[config.mk]
export PLATFORM = sky130hd
export DESIGN_NAME = wam_mgen
export DESIGN_NICKNAME = d
export VERILOG_FILES = /design/src/rtl/wam_mgen.sv
export SDC_FILE = /design/constraint.sdc
export NUM_CORES = 1
export LEC_CHECK = 0
export CORE_UTILIZATION = 45
export DETAILED_ROUTE_END_ITERATION = 8
export PLACE_DENSITY = 0.78
export SLEW_MARGIN = 20
export SYNTH_ARGS = -nofsm -noshare
export SYNTH_HDL_FRONTEND = slang
export SYNTH_SLANG_ARGS = --single-unit
[constraint.sdc]
create_clock -name clk_19 -period 6.7 [get_ports clk_19]
set_clock_uncertainty 0.2 [all_clocks]
set_input_delay 1.005 -clock clk_19 [delete_from_list [all_inputs] [get_ports clk_19]]
set_output_delay 1.005 -clock clk_19 [all_outputs]
set_load 0.02 [all_outputs]
[src/rtl/wam_mgen.sv]
// Whac-A-Mole mole generator: LFSR-driven spawning, per-hole lifetime counters,
// and whack resolution with registered hit/miss/wrong reporting.
module wam_mgen #(
   parameter int unsigned NHOLE = 8,
   parameter int unsigned HBITS = 3,
   parameter logic [7:0]  SEED  = 8'hA5
) (
   input  logic             clk_19,
   input  logic             rst_n,
   input  logic             run,
   input  logic             tick,
   input  logic [3:0]       age,
   input  logic [7:0]       rto,
   input  logic [NHOLE-1:0] whack,
   output logic [NHOLE-1:0] mole,
   output logic [HBITS:0]   hit_n,
   output logic [HBITS:0]   miss_n,
   output logic             wrong
);

   logic [7:0]                 r_lfsr;
   logic [NHOLE-1:0]           r_mole;
   logic [NHOLE-1:0][3:0]      r_life;
   logic [HBITS:0]             r_hit_n;
   logic [HBITS:0]             r_miss_n;
   logic                       r_wrong;

   logic [7:0]                 w_lfsr_d;
   logic [HBITS-1:0]           w_cand;
   logic [6:0]                 w_rnd;
   logic                       w_spawn;
   logic [3:0]                 w_age_eff;
   logic [NHOLE-1:0]           w_mole_d;
   logic [NHOLE-1:0][3:0]      w_life_d;
   logic [NHOLE-1:0]           w_hit;
   logic [NHOLE-1:0]           w_expire;
   logic                       w_wrong;

   function automatic logic [HBITS:0] popcnt(input logic [NHOLE-1:0] v);
      logic [HBITS:0] n;
      n = '0;
      for (int i = 0; i < int'(NHOLE); i++) begin
         n = n + {{HBITS{1'b0}}, v[i]};
      end
      return n;
   endfunction

   assign w_lfsr_d  = {r_lfsr[6:0], r_lfsr[7] ^ r_lfsr[5] ^ r_lfsr[4] ^ r_lfsr[3]};
   assign w_cand    = r_lfsr[HBITS-1:0];
   assign w_rnd     = r_lfsr[7:1];
   assign w_age_eff = (age == 4'd0) ? 4'd1 : age;
   // Spawning only ever targets an empty hole, so it never collides with ageing or a hit.
   assign w_spawn   = run & tick & ({1'b0, w_rnd} < rto) & ~r_mole[w_cand];
   assign w_wrong   = run & (|(whack & ~r_mole));

   always_comb begin
      w_mole_d = r_mole;
      w_life_d = r_life;
      w_hit    = '0;
      w_expire = '0;
      if (!run) begin
         w_mole_d = '0;
         w_life_d = '0;
      end else begin
         for (int i = 0; i < int'(NHOLE); i++) begin
            if (whack[i] && r_mole[i]) begin
               w_hit[i]    = 1'b1;
               w_mole_d[i] = 1'b0;
               w_life_d[i] = 4'd0;
            end else if (tick && r_mole[i]) begin
               if (r_life[i] <= 4'd1) begin
                  w_expire[i] = 1'b1;
                  w_mole_d[i] = 1'b0;
                  w_life_d[i] = 4'd0;
               end else begin
                  w_life_d[i] = r_life[i] - 4'd1;
               end
            end else if (w_spawn && (w_cand == HBITS'(i))) begin
               w_mole_d[i] = 1'b1;
               w_life_d[i] = w_age_eff;
            end
         end
      end
   end

   always_ff @(posedge clk_19 or negedge rst_n) begin
      if (!rst_n) begin
         r_lfsr   <= SEED;
         r_mole   <= '0;
         r_life   <= '0;
         r_hit_n  <= '0;
         r_miss_n <= '0;
         r_wrong  <= 1'b0;
      end else begin
         r_lfsr   <= w_lfsr_d;
         r_mole   <= w_mole_d;
         r_life   <= w_life_d;
         r_hit_n  <= popcnt(w_hit);
         r_miss_n <= popcnt(w_expire);
         r_wrong  <= w_wrong;
      end
   end

   assign mole   = r_mole;
   assign hit_n  = r_hit_n;
   assign miss_n = r_miss_n;
   assign wrong  = r_wrong;

endmodule

==> results of run 1 <==
-- per-stage QoR --
step	worst slack (ns)	util, %	total power [mW]	cell area, µm²
floorplan	2.52	-	0.425	3940
global route	1.74	55.6	0.791	4640
global placement	1.74	53.4	0.465	4460
detailed placement	1.60	53.4	0.468	4460
CTS	2.00	55.6	0.764	4640
finish	1.98	55.6	0.756	4640
-- power breakdown --
| part | total (mW) | internal, mW | switching (mW) |
|---|---|---|---|
| logic | 0.101 | 0.0437 | 0.0570 |
| clock network | 0.293 | 0.152 | 0.141 |
| registers | 0.363 | 0.353 | 0.00963 |
-- area by class of cell --
type / count / area (µm²)
clock buffer: 11 / 151
clock inverter: 5 / 30.0
fill: 739 / 3700
inverter: 48 / 180
multi-input combinational: 311 / 2300
sequential: 57 / 1430
tap: 105 / 131
timing repair buffer: 43 / 418
-- path summary, 6_finish.rpt --
| path | from | endpoint | slack (ns) | cells past startpoint |
|---|---|---|---|---|
| worst min-delay path | r_lfsr[6] | r_lfsr[7] | 0.21 | 0 |
| worst max register to register | r_life[0] | miss_n[2] | 2.68 | 13 |
| min in group asynchronous | rst_n | r_life[12] | 0.60 | 2 |
| worst min register to register | r_lfsr[6] | r_lfsr[7] | 0.21 | 0 |
| worst max-delay path | tick | miss_n[2] | 1.98 | 12 |
| max in group asynchronous | rst_n | miss_n[0] | 5.22 | 2 |
-- placed cells by master (no fill, tap or decap), drive strengths merged, types with 4 or more instances in the layout --
master	synthesis	routed
a211o	4	4
a211oi	4	4
a21oi	10	10
a2bb2oi	5	5
a31oi	8	8
and2	12	12
and3	7	7
buf	2	4
clkbuf	7	11
clkdlybuf4s50	0	39
dfrtp	53	53
dfstp	4	4
fa	8	8
ha	28	28
inv	48	48
nand2	25	25
nand2b	5	5
nand3	8	8
nand4	10	10
nand4b	8	8
nor2	35	35
nor2b	4	4
nor3	21	21
o21ai	24	24
o22ai	7	7
o311a	9	9
or2	7	7
xnor2	8	8
-- metal layers --
layer	GRT usage (%)	vias up	part of all wire [%]
li1	-	1639	-
met1	30.5	1649	45
met2	36.9	105	48
met3	5.02	12	5.8
met4	7.71	0	1.3
met5	0	-	0
-- sequential cells by signal, summed over array words and instances (netlist names) --
signal,count
wrong,1
miss_n,4
hit_n,4
r_life,32
mole,8
r_lfsr,8
-- cell families after synthesis --
kind of cell	share of synthesized area, %
adders and majority gates	12.9
and+or+nand+nor	21.1
AOI/OAI and AO/OA	20.1
muxes	1.65
buffers and inverters	5.49
xor gates and xnor gates	2.44
DFF	36.3
==> impl_results.md, run 1 <==
- First-pass GRT wire length: 15,800 µm
- Top-count cell post-synth: dfrtp_1
- GRT Total Usage: 22.9%
- Critical Setup Path Class: in2reg
- Actual transition at the worst max-transition pin: around 0.9 ns
- Syn_area_per_cell: about 9.3 µm²
- Post-Syn Nets: approximately 490
- Post-CTS Resized: 0
- Final setup viols: 0
- Overflow after GRT: 0
- Library cells used by synthesis: 62
- Flops & latches, synth: between 50 and 60
- # hold bufs at CTS: 0
- Hold Crit Class: reg2reg
- CP top delay family: adder cells
- Leakage: approximately 2.1 nW
- Initial Utilization: 47.3%
- First drt pass iteration count: 5
- CP max-delay cell: clkdlybuf4s50_1
- F_max: between 0.2 and 0.25 GHz
- N_diodes: 0
- I/O pin total: 41
- Crit path time final: approximately 4.7 ns
- Root buf cell: clkbuf_8
- Maximum number of pins on one net before global-route repair: 58
- Setup TNS: 0 ns
- Final wirelength: between 9000 and 10,000 µm
- CTS Buf Count: 9
- Worst vdd ir: 0.000117 V
- Initial DRC count: 188
- CP most frequent cell: fa_1
- Worst Path Buf+Inv: 4
- Predominant post-synthesis flop cell: dfrtp_1
- Layout cells sized above 1: a little under a tenth
- Top area cells in the synthesized netlist: dfrtp_1 34%, ha_1 8.9%, inv_1 4.6%, fa_1 4.1%, nor2_1 3.3%
- Worst EP arrival: between 4 and 5 ns
- Pwr dens: between 150 and 200 mW/mm²
- Drt via density: between 5 and 6
- Cells after synthesis: around 430
- DRC: 0
- CP max FO: 17
- I/O Buffers: 40
- Synthesized area: between 0.003 and 0.004 mm²
- Die area: 0.00914 mm²
- Outcome: finished, final reports clean
- Dpl hpwl: 6940 µm
- Crit path largest cell delay: roughly 0.83 ns
- Max-Slew Margin vs Limit: between 30% and 40%
- Sink Count: 57
- Synth top cells by count: 53 x dfrtp_1, 48 x inv_1, 35 x nor2_1
- DR WL/cell: between 15 and 20 µm
- Crit path capture type: flop
- Final ANT Viol Nets: 0
- Worst skew pair latency: about 0.35 ns
- Fin cells: 580
- Maxcap violations: 0
- Unrepaired setup endpoints after global routing: no
- Clock transition at path regs: approximately 0.07 ns
- Share of the synthesized area in the top cell type: 33.6%
- Inst Count DP: 564
- Ys async rst share: 100%
- Vias in the first global route: 3,302
- Slew Viols, Final: 0
- Die H: roughly 96 µm
- Die Width: 95.6 µm
- H-tree depth: 3
- Antenna violations before repair: 0
- Register area share after synthesis: roughly 36%
- Area leader, netlist: dfrtp_1
- Postcts setup bufs: 0
- Crit share post-route: around 70%
- Vias: 3,405
- CTS tree: built
- Core ar.: 0.00834 mm²
- Longest Clk Path Bufs: 2
- GPL Wtd Cong: approximately 0.91
- Cell row count: 33
- Area Overhead vs Synth: 17.6%
- Layout Nets: 530
- Worst-case hold slack: 0.205 ns
- Final Hold Fails: 0
- Crit path required time: roughly 6.7 ns
- CP cell instances: clkdlybuf4s50_1 > nand4b_1 > nor4b_1 > fa_1 > inv_1 > fa_1 > inv_1 > fa_1 > ha_1 > inv_1 > fa_1 > xnor2_1
- Count of flip-flops with a built-in enable after synthesis: 0
- Crit start category: input port
- Synth warn: 0
Power figures use the tool's default switching activity.
==> run 2, diff against run 1 <==
==> constraint.sdc (replaced) <==
create_clock -name clk_19 -period 4.47 [get_ports clk_19]
set_clock_uncertainty 0.2 [all_clocks]
set_input_delay 0.6705 -clock clk_19 [delete_from_list [all_inputs] [get_ports clk_19]]
set_output_delay 0.6705 -clock clk_19 [all_outputs]
set_load 0.02 [all_outputs]
==> run 2 against run 1 <==
First-iteration DRC count fell by 4.3%. Combinational power is 54% higher. Power is 76% higher. Global-route usage increased by 1.6 points. Via count is 3.1% higher. Flip-flop and latch count stayed put. Setup slack worse by 1.6 ns. Hold slack got worse by 0.13 ns. Die area is the same. Utilization increased by 1.3 points. Non-clock buffer count is 4 higher. Design area is 2.4% higher.
==> impl_results.md, run 2 (synthesis gave the netlist of run 1 again) <==
- Actual transition at the worst max-transition pin: about 0.95 ns
- Postcts setup bufs: 0
- Worst EP arrival: approximately 4 ns
- Die Width: 95.6 µm
- Final ANT Viol Nets: 0
- F_max: approximately 0.25 GHz
- Crit path required time: 4.50 ns
- Initial DRC count: 180
- Area Overhead vs Synth: 20.4%
- Core ar.: approximately 0.0083 mm²
- Leakage: 2.16 nW
- Critical path origin: tick
- CP most frequent cell: fa_1
- # hold bufs at CTS: 0
- Initial Utilization: a little under half
- First drt pass iteration count: 4
- Maximum number of pins on one net before global-route repair: 38
- Fin cells: 584
- Root buf cell: clkbuf_8
- Critical Setup Path Class: in2reg
- GRT Total Usage: 24.5%
- Placement Setup Slack: -0.000620 ns
- Crit share post-route: roughly nine tenths
- Dpl hpwl: ~7300 µm
- Worst skew pair latency: 0.35 ns
- Met3 usage: under 10%
- Met2 Use GR: 40.2%
- Final wirelength: roughly 10000 µm
- Final setup viols: 0
- Worst setup margin: 0.400 ns
- GR met1 Demand/Resource: a little under a third
- GR peak layer: met2
- Clock transition at path regs: around 0.07 ns
- Most frequent cells in the layout: 53 x dfrtp_1, 48 x inv_1, 39 x clkdlybuf4s50_1, 35 x nor2_1, 28 x ha_1
- Inst Count DP: between 500 and 600
- CP max-delay cell: clkdlybuf4s50_1
- Die area: 0.00914 mm²
- DRC: 0
- Part of the power in registers: approximately two fifths
- CP max FO: 5
- Internal: between 1 and 1.5 mW
- Slew Viols, Final: 0
- Maxcap violations: 0
- CTS Buf Count: 9
- Crit path time final: slightly above 4 ns
- N_diodes: 0
- Layout cells sized above 1: around 9.8%
- Layout Nets: roughly 530
- H-tree depth: 3
- I/O Buffers: 40
- CTS tree: built
- Crit path largest cell delay: ~0.59 ns
- Clock share of power: 47.5%
- Unrepaired setup endpoints after global routing: no
- Hold Crit Class: in2async
- Sink Count: 57
- GPL Wtd Cong: 0.913
- I/O pin total: 41
- Drt via density: roughly 6
- Vias in the first global route: roughly 3,500
- DR WL/cell: ~17 µm
- Worst vdd ir: 0.000192 V
- Die H: 95.6 µm
- Switching portion of total power: roughly a quarter
- Crit start category: input port
- Overflow after GRT: 0
- Gate power share: between 10% and 20%
- Post-CTS Resized: 0
- Top reg by flops: r_life
- Net Sw Power: 0.319 mW
- Commonest non-fill, non-tap cell in the layout: dfrtp_1
- CP cell instances: clkdlybuf4s50_1 > nand4b_1 > nor4b_1 > fa_1 > inv_1 > fa_1 > inv_1 > fa_1 > ha_1 > inv_1 > fa_1 > xnor2_1
- Pwr dens: ~280 mW/mm²
- Worst r2r src: r_life[0]
- Cell row count: 33
- First-pass GRT wire length: 17,000 µm
- Final Hold Fails: 0
- Longest Clk Path Bufs: 2
- Max-Slew Margin vs Limit: 36.7%
- Outcome: finished, final reports clean
- Largest register FFs: 32
- Vias: 3,511
- Antenna violations before repair: 0
- Crit path capture type: flop
==> run 2: layout make-up <==
cell class | count | area, µm²
Fill cell | 725 | 3590
Clock inverter | 4 | 97.6
Multi-Input combinational cell | 311 | 2300
Clock buffer | 12 | 165
Sequential cell | 57 | 1430
Timing Repair Buffer | 47 | 448
Inverter | 48 | 180
Tap cell | 105 | 131
==> run 2: worst max-delay path, delay by kind of cell <==
| family | cells | cell delay (ns) |
|---|---|---|
| fa+ha+maj | 5 | 1.90 |
| xor+xnor | 1 | 0.14 |
| buf+inv | 4 | 0.77 |
| simple gates | 2 | 0.62 |
==> run 2: final timing paths <==
kind	endpoint	slack, ns	cells after the start
max	miss_n[2]	0.40	12
min	r_life[14]	0.07	1
max reg2reg	miss_n[2]	0.43	13
min reg2reg	r_lfsr[7]	0.20	0
max in group asynchronous	r_lfsr[0]	3.14	2
min in group clk_19	r_lfsr[7]	0.20	0
==> run 2: per-layer routing <==
metal  share of wire (%)  wire [µm]
met5                   0          0
met4                 1.7        165
met3                 5.5        544
met2                  48       4770
met1                  45       4440
==> run 2: per-stage QoR <==
stage                     power [mW]  area [µm²]  utilization, %  setup TNS (ns)  hold WS (ns)
after floorplan                0.637        3940               -               0         0.158
after global placement         0.701        4490            53.8               0         0.168
after detailed placement       0.706        4490            53.8       -0.000620         0.193
after CTS                       1.34        4750            56.9               0        0.0793
after global routing            1.38        4750            56.9               0         0.118
final                           1.33        4750            56.9               0        0.0735
==> run 2: power groups by stage <==
| stage | Combinational [mW] | Sequential (mW) | Clock, mW |
|---|---|---|---|
| 5_1_grt | 0.174 | 0.544 | 0.662 |
| 2_1_floorplan | 0.0861 | 0.550 | 0 |
| 6_report | 0.156 | 0.543 | 0.633 |
| 3_3_place_gp | 0.149 | 0.551 | 0 |
| 4_1_cts | 0.155 | 0.542 | 0.647 |
| 3_5_place_dp | 0.154 | 0.552 | 0 |
